File: src/rtl/ycbcr_pkg.sv
// Shared constants and types for the YCbCr colour-space blocks.
// Forward (RGB->YCbCr) and inverse (YCbCr->RGB) coefficients are scaled by 256.
package ycbcr_pkg;

  // Forward coefficients (RGB -> YCbCr), x256
  localparam int FWD_Y_R  = 77;
  localparam int FWD_Y_G  = 150;
  localparam int FWD_Y_B  = 29;
  localparam int FWD_CB_R = 43;
  localparam int FWD_CB_G = 85;
  localparam int FWD_CR_G = 107;

  // Inverse coefficients (YCbCr -> RGB), x256
  localparam int INV_R_CR = 359;
  localparam int INV_G_CB = 88;
  localparam int INV_G_CR = 183;
  localparam int INV_B_CB = 454;

  // Chroma offset for 8-bit full-range Cb/Cr
  localparam int CHROMA_OFS = 128;

  // Number of register stages between pre_* and post_*
  localparam int PIPE_DEPTH = 3;

  // Signed accumulator wide enough for 256*Y plus any chroma product
  typedef logic signed [18:0] acc_t;

  // Remove the 128 offset from an 8-bit chroma sample: result in [-128, 127]
  function automatic logic signed [8:0] chroma_ofs(input logic [7:0] c);
    return $signed({1'b0, c}) - 9'sd128;
  endfunction

  // Sign-extend a 9-bit chroma difference to accumulator width
  function automatic acc_t sext9(input logic signed [8:0] v);
    return {{10{v[8]}}, v};
  endfunction

endpackage

File: src/rtl/ycbcr_clamp8.sv
// Combinational clamp of a signed 19-bit x256 sum to an 8-bit channel value.
// clamped is high when the sum was below 0 or at/above 65536.
module ycbcr_clamp8
  import ycbcr_pkg::*;
(
  input  logic signed [18:0] sum,
  output logic [7:0]         val,
  output logic               clamped
);

  // Negative sums go to 0, sums of 65536 and above go to 255, else take [15:8]
  always_comb begin
    val     = sum[15:8];
    clamped = 1'b0;
    if (sum[18]) begin
      val     = 8'h00;
      clamped = 1'b1;
    end else if (sum[17:16] != 2'b00) begin
      val     = 8'hFF;
      clamped = 1'b1;
    end
  end

endmodule

File: src/rtl/ycbcr2rgb_disp.sv
// YCbCr 4:4:4 (BT.601 full range) to RGB565 converter for the display path.
// Three register stages: products, sums, clamp+pack. Sync signals ride along
// in matching 3-bit shift registers.
// Stream semantics: one pixel per clk, de qualifies the pixel, there is no
// ready/backpressure; data is computed every cycle regardless of de.
// Optional build macro YCBCR2RGB_SAT_CNT_EN adds a per-frame clamp counter
// (sat_cnt), latched on each rising edge of post_frame_vsync.
module ycbcr2rgb_disp
  import ycbcr_pkg::*;
#(
  parameter bit RND_EN     = 1'b1,
  parameter bit BLANK_ZERO = 1'b1
) (
  input  logic        clk,
  input  logic        rst_n,
  input  logic        pre_frame_vsync,
  input  logic        pre_frame_hsync,
  input  logic        pre_frame_de,
  input  logic [7:0]  img_y,
  input  logic [7:0]  img_cb,
  input  logic [7:0]  img_cr,
  output logic        post_frame_vsync,
  output logic        post_frame_hsync,
  output logic        post_frame_de,
  output logic [4:0]  img_red,
  output logic [5:0]  img_green,
  output logic [4:0]  img_blue
`ifdef YCBCR2RGB_SAT_CNT_EN
  ,
  output logic [19:0] sat_cnt
`endif
);

  localparam acc_t RND_ADD = RND_EN ? acc_t'(128) : acc_t'(0);

  logic signed [8:0] cb_d, cr_d;
  acc_t y_s1, r_cr_s1, g_cb_s1, g_cr_s1, b_cb_s1;
  acc_t r_s2, g_s2, b_s2;
  logic [7:0] r8, g8, b8;
  logic r_clip, g_clip, b_clip;
  logic [4:0] red_s3, blue_s3;
  logic [5:0] green_s3;
  logic [PIPE_DEPTH-1:0] vs_sr, hs_sr, de_sr;
  logic blank;
  logic unused_lsbs;

  assign cb_d = chroma_ofs(img_cb);
  assign cr_d = chroma_ofs(img_cr);

  // Stage 1: scaled luma and the four chroma products
  always_ff @(posedge clk or negedge rst_n) begin
    if (!rst_n) begin
      y_s1    <= '0;
      r_cr_s1 <= '0;
      g_cb_s1 <= '0;
      g_cr_s1 <= '0;
      b_cb_s1 <= '0;
    end else begin
      y_s1    <= acc_t'({3'b000, img_y, 8'h00});
      r_cr_s1 <= sext9(cr_d) * acc_t'(INV_R_CR);
      g_cb_s1 <= sext9(cb_d) * acc_t'(INV_G_CB);
      g_cr_s1 <= sext9(cr_d) * acc_t'(INV_G_CR);
      b_cb_s1 <= sext9(cb_d) * acc_t'(INV_B_CB);
    end
  end

  // Stage 2: per-channel sums with optional half-LSB rounding
  always_ff @(posedge clk or negedge rst_n) begin
    if (!rst_n) begin
      r_s2 <= '0;
      g_s2 <= '0;
      b_s2 <= '0;
    end else begin
      r_s2 <= y_s1 + r_cr_s1 + RND_ADD;
      g_s2 <= y_s1 - g_cb_s1 - g_cr_s1 + RND_ADD;
      b_s2 <= y_s1 + b_cb_s1 + RND_ADD;
    end
  end

  ycbcr_clamp8 u_clamp_r (.sum(r_s2), .val(r8), .clamped(r_clip));
  ycbcr_clamp8 u_clamp_g (.sum(g_s2), .val(g8), .clamped(g_clip));
  ycbcr_clamp8 u_clamp_b (.sum(b_s2), .val(b8), .clamped(b_clip));

  // Stage 3: clamped 8-bit channels truncated into RGB565
  always_ff @(posedge clk or negedge rst_n) begin
    if (!rst_n) begin
      red_s3   <= '0;
      green_s3 <= '0;
      blue_s3  <= '0;
    end else begin
      red_s3   <= r8[7:3];
      green_s3 <= g8[7:2];
      blue_s3  <= b8[7:3];
    end
  end

  // Sync delay lines matching the three data stages
  always_ff @(posedge clk or negedge rst_n) begin
    if (!rst_n) begin
      vs_sr <= '0;
      hs_sr <= '0;
      de_sr <= '0;
    end else begin
      vs_sr <= {vs_sr[PIPE_DEPTH-2:0], pre_frame_vsync};
      hs_sr <= {hs_sr[PIPE_DEPTH-2:0], pre_frame_hsync};
      de_sr <= {de_sr[PIPE_DEPTH-2:0], pre_frame_de};
    end
  end

  assign post_frame_vsync = vs_sr[PIPE_DEPTH-1];
  assign post_frame_hsync = hs_sr[PIPE_DEPTH-1];
  assign post_frame_de    = de_sr[PIPE_DEPTH-1];

  // Blanking is combinational on the delayed de so it tracks it exactly
  assign blank     = BLANK_ZERO & ~post_frame_de;
  assign img_red   = blank ? 5'd0 : red_s3;
  assign img_green = blank ? 6'd0 : green_s3;
  assign img_blue  = blank ? 5'd0 : blue_s3;

`ifdef YCBCR2RGB_SAT_CNT_EN
  logic        clip_s3;
  logic        vs_q;
  logic        hit;
  logic        vs_rise;
  logic [19:0] clip_acc;

  assign hit     = post_frame_de & clip_s3;
  assign vs_rise = post_frame_vsync & ~vs_q;

  // Clamp flag aligned with stage-3 data
  always_ff @(posedge clk or negedge rst_n) begin
    if (!rst_n) clip_s3 <= 1'b0;
    else        clip_s3 <= r_clip | g_clip | b_clip;
  end

  // Per-frame clamp counter, latched and restarted on each vsync rise
  always_ff @(posedge clk or negedge rst_n) begin
    if (!rst_n) begin
      vs_q     <= 1'b0;
      clip_acc <= '0;
      sat_cnt  <= '0;
    end else begin
      vs_q <= post_frame_vsync;
      if (vs_rise) begin
        sat_cnt  <= clip_acc;
        clip_acc <= hit ? 20'd1 : 20'd0;
      end else if (hit && clip_acc != 20'hFFFFF) begin
        clip_acc <= clip_acc + 20'd1;
      end
    end
  end

  assign unused_lsbs = ^{r8[2:0], g8[1:0], b8[2:0]};
`else
  assign unused_lsbs = ^{r8[2:0], g8[1:0], b8[2:0], r_clip, g_clip, b_clip};
`endif

endmodule

File: config.mk
export PLATFORM = sky130hd
export DESIGN_NAME = ycbcr2rgb_disp
export DESIGN_NICKNAME = d
export VERILOG_FILES = /design/src/rtl/ycbcr_pkg.sv /design/src/rtl/ycbcr_clamp8.sv /design/src/rtl/ycbcr2rgb_disp.sv
export SDC_FILE = /design/constraint.sdc
export NUM_CORES = 1
export LEC_CHECK = 0
export BUFFER_PORTS_ARGS = -buffer_cell sky130_fd_sc_hd__clkbuf_2
export CORE_ASPECT_RATIO = 1.5
export CORE_MARGIN = 2
export CORE_UTILIZATION = 50
export DETAILED_ROUTE_END_ITERATION = 8
export PLACE_DENSITY = 0.69
export SYNTH_ARGS = -nofsm -noshare
export SYNTH_HDL_FRONTEND = slang
export SYNTH_HIERARCHICAL = 1
export SYNTH_SLANG_ARGS = --single-unit
File: constraint.sdc
create_clock -name clk -period 2.6 [get_ports clk]
set_clock_uncertainty 0.2 [all_clocks]
set_input_delay 0.39 -clock clk [delete_from_list [all_inputs] [get_ports clk]]
set_output_delay 0.39 -clock clk [all_outputs]
set_load 0.03 [all_outputs]
==> impl_results.md, run 1 <==
- Root Driver: sky130_fd_sc_hd__clkbuf_16
- Total of buffers placed on input and output ports: 47
- Height of the die: roughly 180 um
- Count of pins on the block boundary: 48
- 1st-iter DRT viols: approximately 380
- Die Outline Area: ~0.022 sq mm
- Number of nets in the layout: 1590
- CTS clock-pin slew for the worst setup and hold paths: 0.05 ns
- Class of the tightest hold or removal check: in -> reg
- RSZ-0062 raised after global routing: true
- Max H-tree Level: 4
- Top library cells by usage in the layout, fill and taps aside: sky130_fd_sc_hd__buf_4, sky130_fd_sc_hd__inv_1, sky130_fd_sc_hd__ha_1
- Transition time at the pin with the least slew margin: around 0.39 ns
- Failing checks: setup timing
- Antenna cell count: 0
- Clock Path Buffers: 2
- Number of buffers created by CTS: 17
- Post-synthesis average cell area: 9.893 sq um
- Crit path capture type: flop
- Critical path class: in -> reg
- Combined area of all synthesized cells: 0.01030 sq mm
- Leakage power summed over all cells: 7.068 nW
- Placeable core area: a little over 0.02 sq mm
- DRC violations left: 0
- Number of nets produced by synthesis: between 1000 and 1500
- Wire length of the first global-routing pass: ~41000 um
- Via count of the first global-routing pass: about 8600
- Max Fclk: roughly 260 MHz
- Growth of design area from synthesis to finish: 38.63%
- CP Max Fanout: 5
- Number of failing hold endpoints at the final stage: 0
- Signal arrival time at the worst endpoint: about 3.9 ns
- Later-pin clock latency in the skew report: approximately 0.42 ns
- Required arrival time at the worst endpoint: ~2.7 ns
- Number of vias per cell: just over 5
- Minimum period implied by the final worst setup slack: about 3.8 ns
- Max transition margin: between 70% and 80%
- Detailed-route wire length: 26020 um
- Worst hold slack: around 0.14 ns
- Leading cell type in the layout, fill and taps excluded: sky130_fd_sc_hd__buf_4
- Total iterations of the first detailed-routing run: 5
- Peak VDD IR: between 0.0006 and 0.0007 V
- Number of clock sinks: about 110
- Average wire per standard cell: between 15 and 20 um
- Remaining antenna violation count after routing: 0
- Share of the core filled with cells: about 70%
- Aggregate negative setup slack: -31.05 ns
- Share of the clock period used by the worst path: 147.4%
- Via Count: slightly above 8000
- GPL Wtd Cong: 0.9447
- Overall global routing resource usage: about a quarter
- Total number of placement rows: between 60 and 70
- Run status: finished, violations left
- Initial core utilization: between 50% and 60%
- TritonCTS clock tree: built
- Total gr overflow: 0
- Count of pins over their slew limit: 0
- Total of fill cells in the finished design: approximately 1400
- Yosys warns: 6
- Min setup slack post-route: -1.234 ns
- Number of setup violations in the final report: 36
- Maximum number of pins on one net before global-route repair: between 60 and 70
- Placed wire-length estimate after detailed placement: around 21000 um
- Sort of element at the start of the critical path: primary input
- Register-to-register path setup slack: -0.01 ns
- Die outline width: 121.2 um
- Share of post-route cells with drive strength above 1: 34.65%
- P per Cell Area: 1122 mW/mm^2
- Maximum Capacitance Violations: 0
- Mapped Cells: 1041
- Number of antenna violations at the first check in global routing: 0
==> per-layer routing <==
layer  GRT usage (%)  vias up  wire length (um)
li1                -     3957                 -
met1           24.19     3950              9146
met2           47.93      190             14930
met3           2.855       85               703
met4           10.76        0              1237
met5               0        -                 0
==> flip-flops by register name, summed over array words and instances (netlist names), 5 cells and up <==
signal    cells
red_s3        5
g_cb_s1      11
r_cr_s1      12
y_s1          8
r_s2          8
g_s2          9
green_s3      6
g_cr_s1      18
b_s2          8
b_cb_s1      15
blue_s3       5
==> what timing repair did <==
item | 4_1_cts | 5_1_grt
setup buffers | 18 | 10
gates resized for setup | 90 | 88
hold buffers | 12 | 0
pin swaps | 75 | 69
setup endpoints to repair | 48 | 51
endpoints found under the hold margin | 31 | 0
==> worst max-delay path: stages <==
cell and delay, ns:
sky130_fd_sc_hd__buf_8 0.08, sky130_fd_sc_hd__clkinvlp_4 0.17, sky130_fd_sc_hd__buf_6 0.17, sky130_fd_sc_hd__fa_1 0.46
sky130_fd_sc_hd__fa_2 0.36, sky130_fd_sc_hd__fa_1 0.55, sky130_fd_sc_hd__inv_2 0.04, sky130_fd_sc_hd__fa_1 0.48
sky130_fd_sc_hd__ha_4 0.31, sky130_fd_sc_hd__o21a_1 0.16, sky130_fd_sc_hd__a21oi_2 0.08, sky130_fd_sc_hd__buf_4 0.14
sky130_fd_sc_hd__o21a_1 0.18, sky130_fd_sc_hd__o21bai_1 0.13, sky130_fd_sc_hd__a21oi_1 0.09, sky130_fd_sc_hd__xnor2_1 0.12
==> final timing paths <==
| path | startpoint | to | depth (start not counted) |
|---|---|---|---|
| setup reg to reg | g_cr_s1[9] | g_s2[18] | 9 |
| hold / removal | img_cb[0] | b_cb_s1[1] | 2 |
| hold reg to reg | vs_sr[1] | vs_sr[2] | 0 |
| setup / recovery | img_cr[6] | r_cr_s1[14] | 16 |
| min in group asynchronous | rst_n | y_s1[8] | 2 |
| max in group asynchronous | rst_n | r_s2[11] | 3 |
==> power breakdown <==
group	switching (W)	internal (W)	leakage [nW]	total [W]
registers	0.000375	0.00253	1.34	0.00291
logic	0.00550	0.00551	5.46	0.0110
clock network	0.000818	0.00129	0.264	0.00211
==> layout make-up <==
class | count | area, sq um | share of cell area, %
Sequential cell | 114 | 2853 | 19.98
Clock inverter | 12 | 81.33 | 0.5696
Inverter | 201 | 807.0 | 5.652
Multi-Input combinational cell | 708 | 7600 | 53.23
Timing Repair Buffer | 261 | 2140 | 14.99
Clock buffer | 20 | 466.7 | 3.269
Tap cell | 264 | 330.3 | 2.314
==> stage by stage <==
stage               power, W  instance area (sq um)  instances  setup WS [ns]
finish               0.01602                  14280       1580         -1.234
global route         0.01722                  14280       1580         -1.357
CTS                  0.01529                  13900       1576         -1.214
detailed placement   0.01209                  12640       1514         -1.774
global placement     0.01185                  12640       1514         -1.656
floorplan           0.009084                  10840       1041         -1.471
(Power assumes the default switching activity.)
==> inputs of run 2 (changes only) <==
- SKIP_LAST_GASP: default -> 1
- clock period: 2.6 -> 3.3 ns (I/O delays scaled with it)
==> impl_results.md, run 2 (synthesized netlist as in run 1, its figures left out) <==
- Cell total after placement: 1487 (-1.8%)
- Max Fclk: roughly 250 MHz
- Later-pin clock latency in the skew report: 0.42 ns (about the same)
- Number of buffers created by CTS: 17 (unchanged)
- Number of failing hold endpoints at the final stage: 0 (unchanged)
- Critical-path cell list: buf_8 > clkinvlp_4 > buf_6 > fa_1 > fa_2 > fa_1 > inv_1 > fa_1 > ha_4 > o21a_1 > a21oi_2 > o21a_1 > o21bai_1 > a21oi_1 > xnor2_1
- Worst setup slack after placement: -1.238 ns (+0.5361 ns)
- Detailed-route wire length: 25190 um (-3.2%)
- Antenna cell count: 0 (unchanged)
- 1st-iter DRT viols: 475 (+25%)
- Regs by FF count: g_cr_s1 x18, b_cb_s1 x15, r_cr_s1 x12
- Number of vias per cell: 5.134 (-0.85%)
- Initial core utilization: 50.63% (unchanged)
- Total iterations of the first detailed-routing run: 4 (-1)
- CTS clock-pin slew for the worst setup and hold paths: 0.06 ns (about the same)
- Maximum number of pins on one net before global-route repair: 58 (-4.9%)
- Count of pins over their slew limit: 0 (unchanged)
- DRC violations left: 0 (unchanged)
- Remaining antenna violation count after routing: 0 (unchanged)
- Number of nets in the layout: 1559 (-1.9%)
- Wire length of the first global-routing pass: 40160 um (-2.2%)
- Final design area excluding fillers: 0.01381 sq mm (-3.3%)
- Crit path capture type: flop
- Peak VDD IR: 0.0004429 V (-32%)
- Via count of the first global-routing pass: 8490 (-1.2%)
- Sort of element at the start of the critical path: primary input
- Leakage power summed over all cells: 6.925 nW (-2.0%)
- Die Outline Area: 0.02178 sq mm (unchanged)
- Via Count: 7953 (-2.8%)
- Number of setup violations in the final report: 29 (-19%)
- Largest incremental delay on the critical path: 0.54 ns (about the same)
- Transition time at the pin with the least slew margin: 0.7070 ns (+0.3159 ns)
- Count of pins on the block boundary: 48 (unchanged)
- Overall global routing resource usage: 23.77% (-0.34 points)
- Critical-path top delay cell: sky130_fd_sc_hd__fa_1
- Total number of placement rows: 64 (unchanged)
- RSZ-0062 raised after global routing: true
- Failing checks: setup timing
- CP Max Fanout: 5 (unchanged)
- Number of antenna violations at the first check in global routing: 0 (unchanged)
- Root Driver: sky130_fd_sc_hd__clkbuf_16
- Signal arrival time at the worst endpoint: 4.12 ns (+0.19 ns)
- Flip-flop count of the largest register after layout: 18 (unchanged)
- Share of post-route cells with drive strength above 1: 30.27% (-4.4 points)
- Run status: finished, violations left
- P per Cell Area: 865.4 mW/mm^2 (-23%)
- Worst hold slack: 0.1461 ns (+0.009055 ns)
- Max H-tree Level: 4 (unchanged)
- Required arrival time at the worst endpoint: 3.43 ns (+0.74 ns)
- Height of the die: 179.8 um (unchanged)
- Maximum Capacitance Violations: 0 (unchanged)
- Total of fill cells in the finished design: 1539 (+8.6%)
- Class of the tightest hold or removal check: reg -> reg
- Max transition margin: 52.87% (-20 points)
- Minimum period implied by the final worst setup slack: 3.985 ns
- Share of the core filled with cells: 67.91% (-2.3 points)
- Reg with most FFs: g_cr_s1
- Top library cells by usage in the layout, fill and taps aside: sky130_fd_sc_hd__inv_1, sky130_fd_sc_hd__buf_4, sky130_fd_sc_hd__ha_1
- Average wire per standard cell: 16.26 um (-1.2%)
- Leading cell type in the layout, fill and taps excluded: sky130_fd_sc_hd__inv_1
- Growth of design area from synthesis to finish: 34.11%
- Die outline width: 121.2 um (unchanged)
- Placeable core area: 0.02034 sq mm (unchanged)
- TritonCTS clock tree: built
- Total gr overflow: 0 (unchanged)
- Cell repeated most along the worst path: sky130_fd_sc_hd__fa_1
- Clock Path Buffers: 2 (unchanged)
- GPL Wtd Cong: 0.9042 (-4.3%)
- Share of the clock period used by the worst path: 120.8%
- Critical path class: in -> reg
- Number of clock sinks: 114 (unchanged)
- Placed wire-length estimate after detailed placement: 19700 um (-4.0%)
- Final cell count without fillers: 1549 (-2.0%)
- Min setup slack post-route: -0.6854 ns (+0.5482 ns)
- Post-Place Cell Area: 0.01228 sq mm (-2.9%)
- Total of buffers placed on input and output ports: 47 (unchanged)
==> run 2: changes by cell type in the layout (fill, tap and decap cells not counted), moves of 4 or more <==
| cell | previous run | this run |
|---|---|---|
| sky130_fd_sc_hd__buf_4 | 180 | 156 |
| sky130_fd_sc_hd__ha_4 | 44 | 32 |
| sky130_fd_sc_hd__ha_1 | 141 | 151 |
| sky130_fd_sc_hd__a21oi_1 | 35 | 44 |
| sky130_fd_sc_hd__a21oi_2 | 17 | 8 |
| sky130_fd_sc_hd__inv_1 | 164 | 173 |
| sky130_fd_sc_hd__o21ai_0 | 18 | 26 |
| sky130_fd_sc_hd__o21ai_1 | 10 | 3 |
| sky130_fd_sc_hd__inv_2 | 28 | 22 |
| sky130_fd_sc_hd__clkinv_2 | 5 | 0 |
| sky130_fd_sc_hd__clkinvlp_4 | 6 | 1 |
| sky130_fd_sc_hd__clkinv_4 | 1 | 5 |
| sky130_fd_sc_hd__inv_8 | 0 | 4 |
| sky130_fd_sc_hd__nor2_2 | 5 | 1 |
==> run 2: area by class of cell <==
type / count / area [sq um] / area share [%]
Timing Repair Buffer: 230 / 1807 / 13.08
Tap cell: 264 / 330.3 / 2.392
Inverter: 201 / 785.8 / 5.689
Clock inverter: 14 / 193.9 / 1.404
Multi-Input combinational cell: 708 / 7403 / 53.60
Sequential cell: 114 / 2853 / 20.65
Clock buffer: 18 / 439.2 / 3.180
==> run 2: per-layer routing <==
| layer | up-vias | share of wire, % | track usage (%) |
|---|---|---|---|
| met2 | 161 | 57 | 45.37 |
| met4 | 0 | 5.8 | 14.48 |
| met5 | - | 0 | 0 |
| met1 | 3815 | 35 | 23.49 |
| li1 | 3901 | - | - |
| met3 | 76 | 2.2 | 3.363 |
==> run 2: report_power, final <==
| group | switching [W] | total, W | internal (W) |
|---|---|---|---|
| combinational | 0.00402 | 0.00775 | 0.00373 |
| sequential | 0.000262 | 0.00225 | 0.00199 |
| clock | 0.000715 | 0.00195 | 0.00123 |
==> run 2: timing repair <==
action / CTS / global route
hold buffers: 12 / 0
pin swaps: 52 / 62
endpoints found under the hold margin: 66 / 0
gates resized for setup: 74 / 67
buffers inserted: 8 / 11
endpoints found under the setup margin: 31 / 31
==> run 2: worst max-delay path, delay by kind of cell <==
| family | cells | cell delay (ns) |
|---|---|---|
| adders and majority gates | 5 | 2.16 |
| AOI/OAI and AO/OA | 5 | 0.81 |
| buffers and inverters | 4 | 0.48 |
| xor gates and xnor gates | 1 | 0.16 |
==> run 2: path summary, 6_finish.rpt <==
check	from	endpoint	slack, ns	depth (start not counted)
worst max-delay path	img_cr[6]	r_cr_s1[14]	-0.69	15
worst min-delay path	hs_sr[1]	hs_sr[2]	0.15	0
worst max register to register	y_s1[13]	g_s2[18]	0.30	8
worst min register to register	hs_sr[1]	hs_sr[2]	0.15	0
max in group asynchronous	rst_n	y_s1[13]	1.74	3
min in group asynchronous	rst_n	g_cr_s1[2]	0.46	2
==> run 2: metrics by stage <==
step / TNS, ns / total power (W)
after CTS: -11.84 / 0.01151
after detailed placement: -29.46 / 0.009075
final: -12.46 / 0.01195
after floorplan: -15.25 / 0.007089
after global routing: -15.70 / 0.01295
after global placement: -27.33 / 0.008884
==> inputs of run 3 (changes only) <==
- CELL_PAD_IN_SITES_DETAIL_PLACEMENT: default -> 1
- CELL_PAD_IN_SITES_GLOBAL_PLACEMENT: default -> 1
- CORE_ASPECT_RATIO: 1.5 -> 2
- CORE_UTILIZATION: 50 -> 46
- PLACE_DENSITY: 0.69 -> default
- PLACE_DENSITY_LB_ADDON: default -> 0.1
- RECOVER_POWER: default -> 100
==> impl_results.md, run 3 (synthesized netlist as in run 1, its figures left out) <==
- Total iterations of the first detailed-routing run: 4 (unchanged)
- Critical-path top delay cell: sky130_fd_sc_hd__fa_2
- Count of pins over their slew limit: 0 (unchanged)
- Root Driver: sky130_fd_sc_hd__clkbuf_16
- Number of buffers created by CTS: 17 (unchanged)
- Run status: finished, violations left
- Peak VDD IR: 0.0006864 V (+55%)
- Transition time at the pin with the least slew margin: 1.275 ns (+0.5684 ns)
- Max H-tree Level: 4 (unchanged)
- Flip-flop count of the largest register after layout: 18 (unchanged)
- Number of antenna violations at the first check in global routing: 0 (unchanged)
- Required arrival time at the worst endpoint: 3.41 ns (-0.02 ns)
- Reg with most FFs: g_cr_s1
- Remaining antenna violation count after routing: 0 (unchanged)
- Placed wire-length estimate after detailed placement: 24420 um (+24%)
- DRC violations left: 0 (unchanged)
- Total of buffers placed on input and output ports: 47 (unchanged)
- Critical path class: in -> reg
- GPL Wtd Cong: 0.9257 (+2.4%)
- Min setup slack post-route: -0.7956 ns (-0.1102 ns)
- Number of clock sinks: 114 (unchanged)
- 1st-iter DRT viols: 209 (-56%)
- Signal arrival time at the worst endpoint: 4.20 ns (+0.08 ns)
- Cell repeated most along the worst path: sky130_fd_sc_hd__fa_2
- Critical-path cell list: buf_8 > clkinvlp_4 > buf_6 > fa_2 > fa_2 > fa_2 > inv_2 > fa_1 > ha_4 > o21a_1 > a21oi_2 > buf_4 > o21a_1 > o21bai_1 > a21oi_2 > xnor2_1
- Initial core utilization: 46.68% (-4.0 points)
- Later-pin clock latency in the skew report: 0.43 ns (about the same)
- Share of the clock period used by the worst path: 124.1% (+3.3 points)
- Clock Path Buffers: 2 (unchanged)
- Worst setup slack after placement: -1.304 ns (-0.06618 ns)
- Detailed-route wire length: 32210 um (+28%)
- TritonCTS clock tree: built
- Count of pins on the block boundary: 48 (unchanged)
- Leading cell type in the layout, fill and taps excluded: sky130_fd_sc_hd__inv_1
- P per Cell Area: 901.4 mW/mm^2 (+4.2%)
- Maximum Capacitance Violations: 0 (unchanged)
- Maximum number of pins on one net before global-route repair: 52 (-10%)
- Minimum period implied by the final worst setup slack: 4.096 ns (+0.1102 ns)
- Wire length of the first global-routing pass: 49560 um (+23%)
- Max Fclk: 244.2 MHz (-2.7%)
- Placeable core area: 0.02206 sq mm (+8.5%)
- Aggregate negative setup slack: -16.20 ns (-3.736 ns)
- Max transition margin: 14.98% (-38 points)
- Number of nets in the layout: 1563 (+0.26%)
- Crit path capture type: flop
- Share of post-route cells with drive strength above 1: 27.70% (-2.6 points)
- Number of failing hold endpoints at the final stage: 0 (unchanged)
- Top library cells by usage in the layout, fill and taps aside: sky130_fd_sc_hd__inv_1, sky130_fd_sc_hd__ha_1, sky130_fd_sc_hd__buf_4
- Regs by FF count: g_cr_s1 x18, b_cb_s1 x15, r_cr_s1 x12
- Number of vias per cell: 5.367 (+4.5%)
- RSZ-0062 raised after global routing: true
- Leakage power summed over all cells: 6.849 nW (-1.1%)
- Sort of element at the start of the critical path: primary input
- Via Count: 8400 (+5.6%)
- Die Outline Area: 0.02367 sq mm (+8.7%)
- Total number of placement rows: 77 (+20%)
- Total gr overflow: 0 (unchanged)
- Largest incremental delay on the critical path: 0.62 ns (+0.08 ns)
- CTS clock-pin slew for the worst setup and hold paths: 0.06 ns (about the same)
- Failing checks: setup timing
- Die outline width: 109.8 um (-9.4%)
- Antenna cell count: 0 (unchanged)
- Class of the tightest hold or removal check: in -> reg
- Number of setup violations in the final report: 33 (+14%)
- Via count of the first global-routing pass: 9677 (+14%)
- CP Max Fanout: 4 (-1)
- Average wire per standard cell: 20.58 um (+27%)
- Overall global routing resource usage: 28.10% (+4.3 points)
- Height of the die: 215.6 um (+20%)
- Growth of design area from synthesis to finish: 33.74%
==> run 3: through the flow <==
stage	area, sq um	utilization [%]	total power, W	std cells	hold slack, ns
floorplan	10680	-	0.007089	1041	-0.0005910
detailed placement	12260	55.58	0.009323	1495	0.1364
global placement	12260	55.58	0.009049	1495	0.1318
finish	13770	62.43	0.01242	1565	0.03439
global route	13770	62.43	0.01340	1565	0.01991
CTS	13550	61.43	0.01201	1555	0.001293
==> run 3: layout make-up <==
class                      instances  area, sq um
fill                            2425         8289
multi-input combinational        708         7355
sequential                       114         2853
timing repair buffer             234         1793
inverter                         201        793.3
clock buffer                      17        425.4
tap                              276        345.3
clock inverter                    15        209.0
==> run 3: path summary, 6_finish.rpt <==
check	slack, ns	cells after the start	to	start
setup / recovery	-0.80	16	r_cr_s1[14]	img_cr[6]
hold / removal	0.03	1	y_s1[10]	img_y[2]
setup reg to reg	0.20	8	g_s2[18]	y_s1[11]
hold reg to reg	0.15	0	vs_sr[2]	vs_sr[1]
max in group asynchronous	0.85	3	g_s2[12]	rst_n
min in group asynchronous	0.66	2	hs_sr[1]	rst_n
==> run 3: power by group <==
group	switching (W)	total (W)	internal, W
registers	0.000293	0.00228	0.00199
logic	0.00436	0.00812	0.00376
clock network	0.000786	0.00201	0.00123
==> run 3: what timing repair did <==
item | 4_1_cts | 5_1_grt
resized for setup | 90 | 57
setup endpoints to repair | 31 | 31
setup buffers | 21 | 16
endpoints found under the hold margin | 58 | 0
hold buffers | 11 | 0
pin swaps | 64 | 66
==> run 3: critical path, delay by kind of cell <==
family                   cells  cell delay, ns
AO/OA/AOI/OAI                5            0.69
XOR/XNOR                     1            0.12
adder cells (fa/ha/maj)      5            2.28
buffers and inverters        5            0.62
==> run 3: per-layer routing <==
layer / routed length [um] / GRT usage [%] / vias up
met5: 0 / 0 / -
met4: 2611 / 19.32 / 0
met3: 928 / 4.561 / 124
met2: 19280 / 55.99 / 174
met1: 9387 / 23.19 / 4196
li1: - / - / 3906
